**config.mk**
```make
export PLATFORM = sky130hd
export DESIGN_NAME = switch_alloc
export DESIGN_NICKNAME = d
export VERILOG_FILES = /design/src/rtl/switch_alloc.sv
export SDC_FILE = /design/constraint.sdc
export NUM_CORES = 1
export LEC_CHECK = 0
export ABC_AREA = 1
export ABC_CLOCK_PERIOD_IN_PS = 5700
export CORE_UTILIZATION = 54
export DETAILED_ROUTE_END_ITERATION = 12
export GPL_TIMING_DRIVEN = 0
export PLACE_DENSITY = 0.83
export SYNTH_ARGS = -nofsm -noshare
export SYNTH_HDL_FRONTEND = slang
export SYNTH_SLANG_ARGS = --single-unit
```
**constraint.sdc**
```tcl
create_clock -name clk -period 5.7 [get_ports clk]
set_input_delay 1.14 -clock clk [delete_from_list [all_inputs] [get_ports clk]]
set_output_delay 1.14 -clock clk [all_outputs]
set_load 0.03 [all_outputs]
```
**src/rtl/switch_alloc.sv**
```systemverilog
// switch_alloc: per-output wormhole allocator for the torus router crossbar.
// Each output port arbitrates round-robin among requesting inputs, holds the
// port for the whole packet, and presents registered crossbar selects that
// line up with the registered flit path.
module switch_alloc #(
   parameter int N_PORT = 8,
   parameter int SEL_W  = 3
) (
   input  logic                    clk,
   input  logic                    rst,
   input  logic [N_PORT-1:0]       req_valid,
   input  logic [N_PORT*SEL_W-1:0] req_dir,
   input  logic [N_PORT-1:0]       req_tail,
   input  logic [N_PORT-1:0]       out_ready,
   output logic [N_PORT-1:0]       grant,
   output logic [N_PORT-1:0]       xbar_valid,
   output logic [N_PORT*SEL_W-1:0] xbar_sel,
   output logic [N_PORT-1:0]       lock_busy
);

   logic [N_PORT-1:0][SEL_W-1:0]  dir;
   logic [N_PORT-1:0][N_PORT-1:0] req_m;      // [output][input]
   logic [N_PORT-1:0]             lock_q, lock_d;
   logic [N_PORT-1:0][SEL_W-1:0]  owner_q, owner_d;
   logic [N_PORT-1:0][SEL_W-1:0]  rr_ptr_q, rr_ptr_d;
   logic [N_PORT-1:0]             xv_q, xv_d;
   logic [N_PORT-1:0][SEL_W-1:0]  sel_q, sel_d;
   logic [N_PORT-1:0]             win_vld;
   logic [N_PORT-1:0][SEL_W-1:0]  win;
   logic [SEL_W-1:0]              idx;

   assign dir = req_dir;

   // Request matrix; output 0 (inject) is never a legal destination
   always_comb begin
      req_m = '0;
      for (int unsigned o = 1; o < N_PORT; o++) begin
         for (int unsigned i = 0; i < N_PORT; i++) begin
            req_m[o][i] = req_valid[i] && (dir[i] == SEL_W'(o));
         end
      end
   end

   // Per-output winner: owner only while locked, else round-robin from rr_ptr
   always_comb begin
      win_vld = '0;
      win     = '0;
      idx     = '0;
      for (int unsigned o = 0; o < N_PORT; o++) begin
         if (!rst && out_ready[o]) begin
            if (lock_q[o]) begin
               win_vld[o] = req_m[o][owner_q[o]];
               win[o]     = owner_q[o];
            end else begin
               for (int unsigned k = 0; k < N_PORT; k++) begin
                  idx = SEL_W'((32'(rr_ptr_q[o]) + k) % N_PORT);
                  if (!win_vld[o] && req_m[o][idx]) begin
                     win_vld[o] = 1'b1;
                     win[o]     = idx;
                  end
               end
            end
         end
      end
   end

   // Fold per-output winners back onto the requesting inputs
   always_comb begin
      grant = '0;
      for (int unsigned o = 0; o < N_PORT; o++) begin
         if (win_vld[o]) grant[win[o]] = 1'b1;
      end
   end

   // Next state: lock on body flits, release and advance pointer on tail
   always_comb begin
      lock_d   = lock_q;
      owner_d  = owner_q;
      rr_ptr_d = rr_ptr_q;
      xv_d     = '0;
      sel_d    = sel_q;
      for (int unsigned o = 0; o < N_PORT; o++) begin
         if (win_vld[o]) begin
            xv_d[o]  = 1'b1;
            sel_d[o] = win[o];
            if (req_tail[win[o]]) begin
               lock_d[o]   = 1'b0;
               rr_ptr_d[o] = SEL_W'((32'(win[o]) + 32'd1) % N_PORT);
            end else begin
               lock_d[o]  = 1'b1;
               owner_d[o] = win[o];
            end
         end
      end
   end

   // State and crossbar select registers, asynchronously cleared
   always_ff @(posedge clk or posedge rst) begin
      if (rst) begin
         lock_q   <= '0;
         owner_q  <= '0;
         rr_ptr_q <= '0;
         xv_q     <= '0;
         sel_q    <= '0;
      end else begin
         lock_q   <= lock_d;
         owner_q  <= owner_d;
         rr_ptr_q <= rr_ptr_d;
         xv_q     <= xv_d;
         sel_q    <= sel_d;
      end
   end

   assign xbar_valid = xv_q;
   assign xbar_sel   = sel_q;
   assign lock_busy  = lock_q;

endmodule

```
==> reports/qor.json <==
{
  "setup_path": {
    "worst-path-max-fanout": 7,
    "r2r-end": "rr_ptr_q[6]",
    "regToRegSetupSlack_ps": 1820,
    "critical_path.startpoint_type": "input pin",
    "cp_data_required_time_ps": 4560,
    "critPathKind": "input pin to output pin",
    "reg2regPathDepth": 25,
    "critical_path.endpoint_type": "output pin",
    "cp.arrival_ps": 4480,
    "rr_startpoint": "rr_ptr_q[7]"
  },
  "sta": {
    "final_max_slew_viol_count": 0,
    "rsz0062_at_grt": "true",
    "max_freq_mhz": 177.8,
    "fin_skew_ps": 7.831,
    "setup_viol": 0,
    "max_slew.worst_pin.slew_ps": 598.5,
    "final.min_clock_period_ps": 5623,
    "worst_slew_margin_rel_pct": 59.60,
    "hold_viol": 0,
    "timing.final.ws_setup_ps": 76.71,
    "final_min_period_over_clock_period_pct": 98.65
  },
  "die": {
    "fp.dieArea_um2": 20270,
    "chipWidth_um": 142.4,
    "die_y_um": 142.4,
    "io-pin-count": 98,
    "design.core.area_um2": 19020,
    "start_util_pct": 55.95,
    "floorplan.rows": 50
  },
  "detailed_routing": {
    "routedWlPerCell_um": 15.89,
    "drc_errors": 0,
    "routed_via_density": 5.730,
    "dr.pass1.iters": 6,
    "detail_route.wirelength_mm": 36.94,
    "antenna_left": 0,
    "vias": 13320,
    "dr.first_iter.drc_count": 1466
  },
  "clock_network": {
    "clock_tree.buffer_depth": 2,
    "htree_num_levels": 3,
    "clkLatencyLatePin_ps": 350,
    "cts_buffers": 9,
    "cts.sink_count": 77,
    "tritoncts": "yes",
    "clk_root_buffer_cell": "clkbuf_16",
    "clk_pin_slew_worst_paths_ps": 70
  },
  "synth": {
    "synth_area_um2": 10640,
    "synth_commonest_cells": "nand2_1, nand3_1, inv_1",
    "synth_cell_type_count": 49,
    "netlist.area_leader.share_pct": 25.26,
    "main_combinational_cell_family_by_area_after_synthesis": "simple AND/OR/NAND/NOR gates",
    "synth_cells": 1945,
    "yosysWarningCount": 0,
    "ys_async_sr_fraction_pct": 100.0,
    "post-synth-top-count-cell": "nand2_1",
    "yosys.area.top_type": "nand2_1",
    "yosys.area_share.xor_xnor_pct": 2.140,
    "synth_simple_gate_area_share_pct": 58.80,
    "synth_enable_flop_cells": 0,
    "ys_seq_elements": 77,
    "yosys-mux-area-fraction_pct": 0,
    "dominantRegCellSynth": "dfrtp_1",
    "synth-seq-area-share_pct": 18.11,
    "syn-mean-instance-area_um2": 5.471,
    "synth-compound-area-share_pct": 8.137,
    "yosys-top-cells-area": "nand2_1, dfrtp_1, nand3_1",
    "yosys.area_share.adder_pct": 2.352
  },
  "final_layout": {
    "final_core_util_pct": 66.20,
    "area_delta_synth_final_pct": 18.33,
    "drive_above_1_share_pct": 12.45,
    "finalNetCount": 2130,
    "post_layout_nonfiller_instances": 2325,
    "insertedDiodeCount": 0
  },
  "global_route": {
    "use_met1_pct": 50.20,
    "globalRouteTotalUtil_pct": 36.17,
    "met3_track_utilization_from_global_routing_pct": 6.662,
    "pin_count_of_the_biggest_net_entering_global_routing": 87,
    "initial_antenna_violation_count": 0,
    "first_global_vias": 11650,
    "most_utilized_layer_in_the_global_route_result": "met2",
    "grt_overflow_total": 0,
    "grt_util_met2_pct": 56.27,
    "wire_length_of_the_first_global_routing_pass_mm": 57.86
  },
  "placement": {
    "preCtsSetupSlack_ps": -533.1,
    "place.gp.congestion": 1.011,
    "detailed_place_hpwl_mm": 29.11,
    "io_buffer_count": 91,
    "numPlacedInstances": 2300
  },
  "worst_hold_path": {
    "min_to": "xbar_sel[16]",
    "hold_class": "register to register",
    "whs_path_depth": 1,
    "hold_start": "xbar_sel[16]"
  },
  "flow_run": {
    "timing.max_cap.violations": 0
  },
  "power_and_ir_drop": {
    "powerDensity_nw_per_um2": 694.2,
    "ir_worst_vdd_v": 0.0005148,
    "power_leakage_nw": 6.759,
    "total_power_mw": 8.741
  },
  "status": {
    "run_status": "complete, no violations"
  }
}
area by class of cell:
class / count / area, um2
well taps: 260 / 325.3
flip-flops and latches: 77 / 1927
multi-input cells: 1601 / 7911
plain buffers: 44 / 257.7
clock buffers: 11 / 242.7
repair buffers: 100 / 974.7
inverters: 227 / 868.3
clock inverters: 5 / 83.83
fillers: 1865 / 6427
how the worst max path moves through the flow:
stage / startpoint / endpoint / slack, ps / cells after the start
floorplan: rst / grant[6] / 1050 / 10
global placement: rst / grant[6] / -780 / 12
detailed placement: req_dir[10] / grant[0] / -530 / 22
CTS: req_dir[13] / grant[7] / 3 / 24
global route: req_valid[0] / grant[5] / -40 / 24
finish: req_dir[2] / grant[4] / 80 / 21
flip-flops by register name (all words and copies together) (netlist names):
name	flops
lock_busy	7
xbar_valid	7
rr_ptr_q	21
xbar_sel	21
owner_q	21
cell usage in the layout, fill, tap and decap left out, drive strengths merged, types with 2 or more instances in the layout:
| cell type | n |
|---|---|
| xor2 | 11 |
| o21ai | 66 |
| inv | 223 |
| nor2 | 224 |
| nand4 | 25 |
| clkdlybuf4s50 | 70 |
| o21bai | 5 |
| a21boi | 3 |
| buf | 41 |
| clkinv | 4 |
| clkinvlp | 3 |
| nand2 | 767 |
| o211ai | 2 |
| conb | 5 |
| bufinv | 2 |
| a21oi | 40 |
| nor3 | 27 |
| o22ai | 8 |
| ha | 20 |
| clkbuf | 31 |
| dlymetal6s2s | 12 |
| or2 | 2 |
| nand3 | 347 |
| and2 | 3 |
| nand3b | 8 |
| a31oi | 7 |
| o31ai | 2 |
| dfrtp | 77 |
| o311ai | 5 |
| o21a | 4 |
| xnor2 | 15 |
stage by stage:
stage                     cell area, um2  TNS [ps]  hold WS [ps]
after floorplan                    10660         0         458.6
after global placement             11890     -5951         467.5
after detailed placement           11900     -3418         473.5
after CTS                          12300         0         494.9
after global routing               12590    -104.6         507.1
final                              12590         0         493.6
cell families after synthesis:
family / Yosys count
xor gates and xnor gates: 26
buffers and inverters: 271
DFF: 77
AOI/OAI and AO/OA: 146
and+or+nand+nor: 1404
other: 1
adders and majority gates: 20
power by group:
part,switching [mW],internal (mW),leakage (nW)
logic,4.82,2.29,5.61
clock network,0.254,0.397,0.152
registers,0.205,0.778,0.999
total,5.28,3.47,6.76
layer usage:
layer / vias up / wire, um / part of all wire, %
met5: - / 0 / 0
met4: 0 / 1242 / 3.4
met3: 103 / 4041 / 11
met2: 733 / 15800 / 43
met1: 6008 / 15860 / 43
li1: 6478 / - / -
what timing repair did:
item,4_1_cts,5_1_grt
endpoints found under the setup margin,8,8
hold buffers,0,0
gates resized for setup,41,98
gates cloned,0,0
pin swaps,0,7
setup buffers,0,9
critical path: stages:
cell,delay [ps]
clkdlybuf4s50_1,560
nand2_1,160
inv_1,230
nand3_1,130
nand3_1,140
nand3_1,110
nand2_1,190
nor2_4,60
nand2_1,80
nor2_1,50
nand3b_1,150
a21oi_1,180
nand3_1,170
o21ai_4,240
inv_2,100
nor2_1,210
nand2_1,100
nand2_1,90
a21oi_1,50
nand2_1,110
clkbuf_2,210
Note: power is estimated with default switching activity, not from simulation.
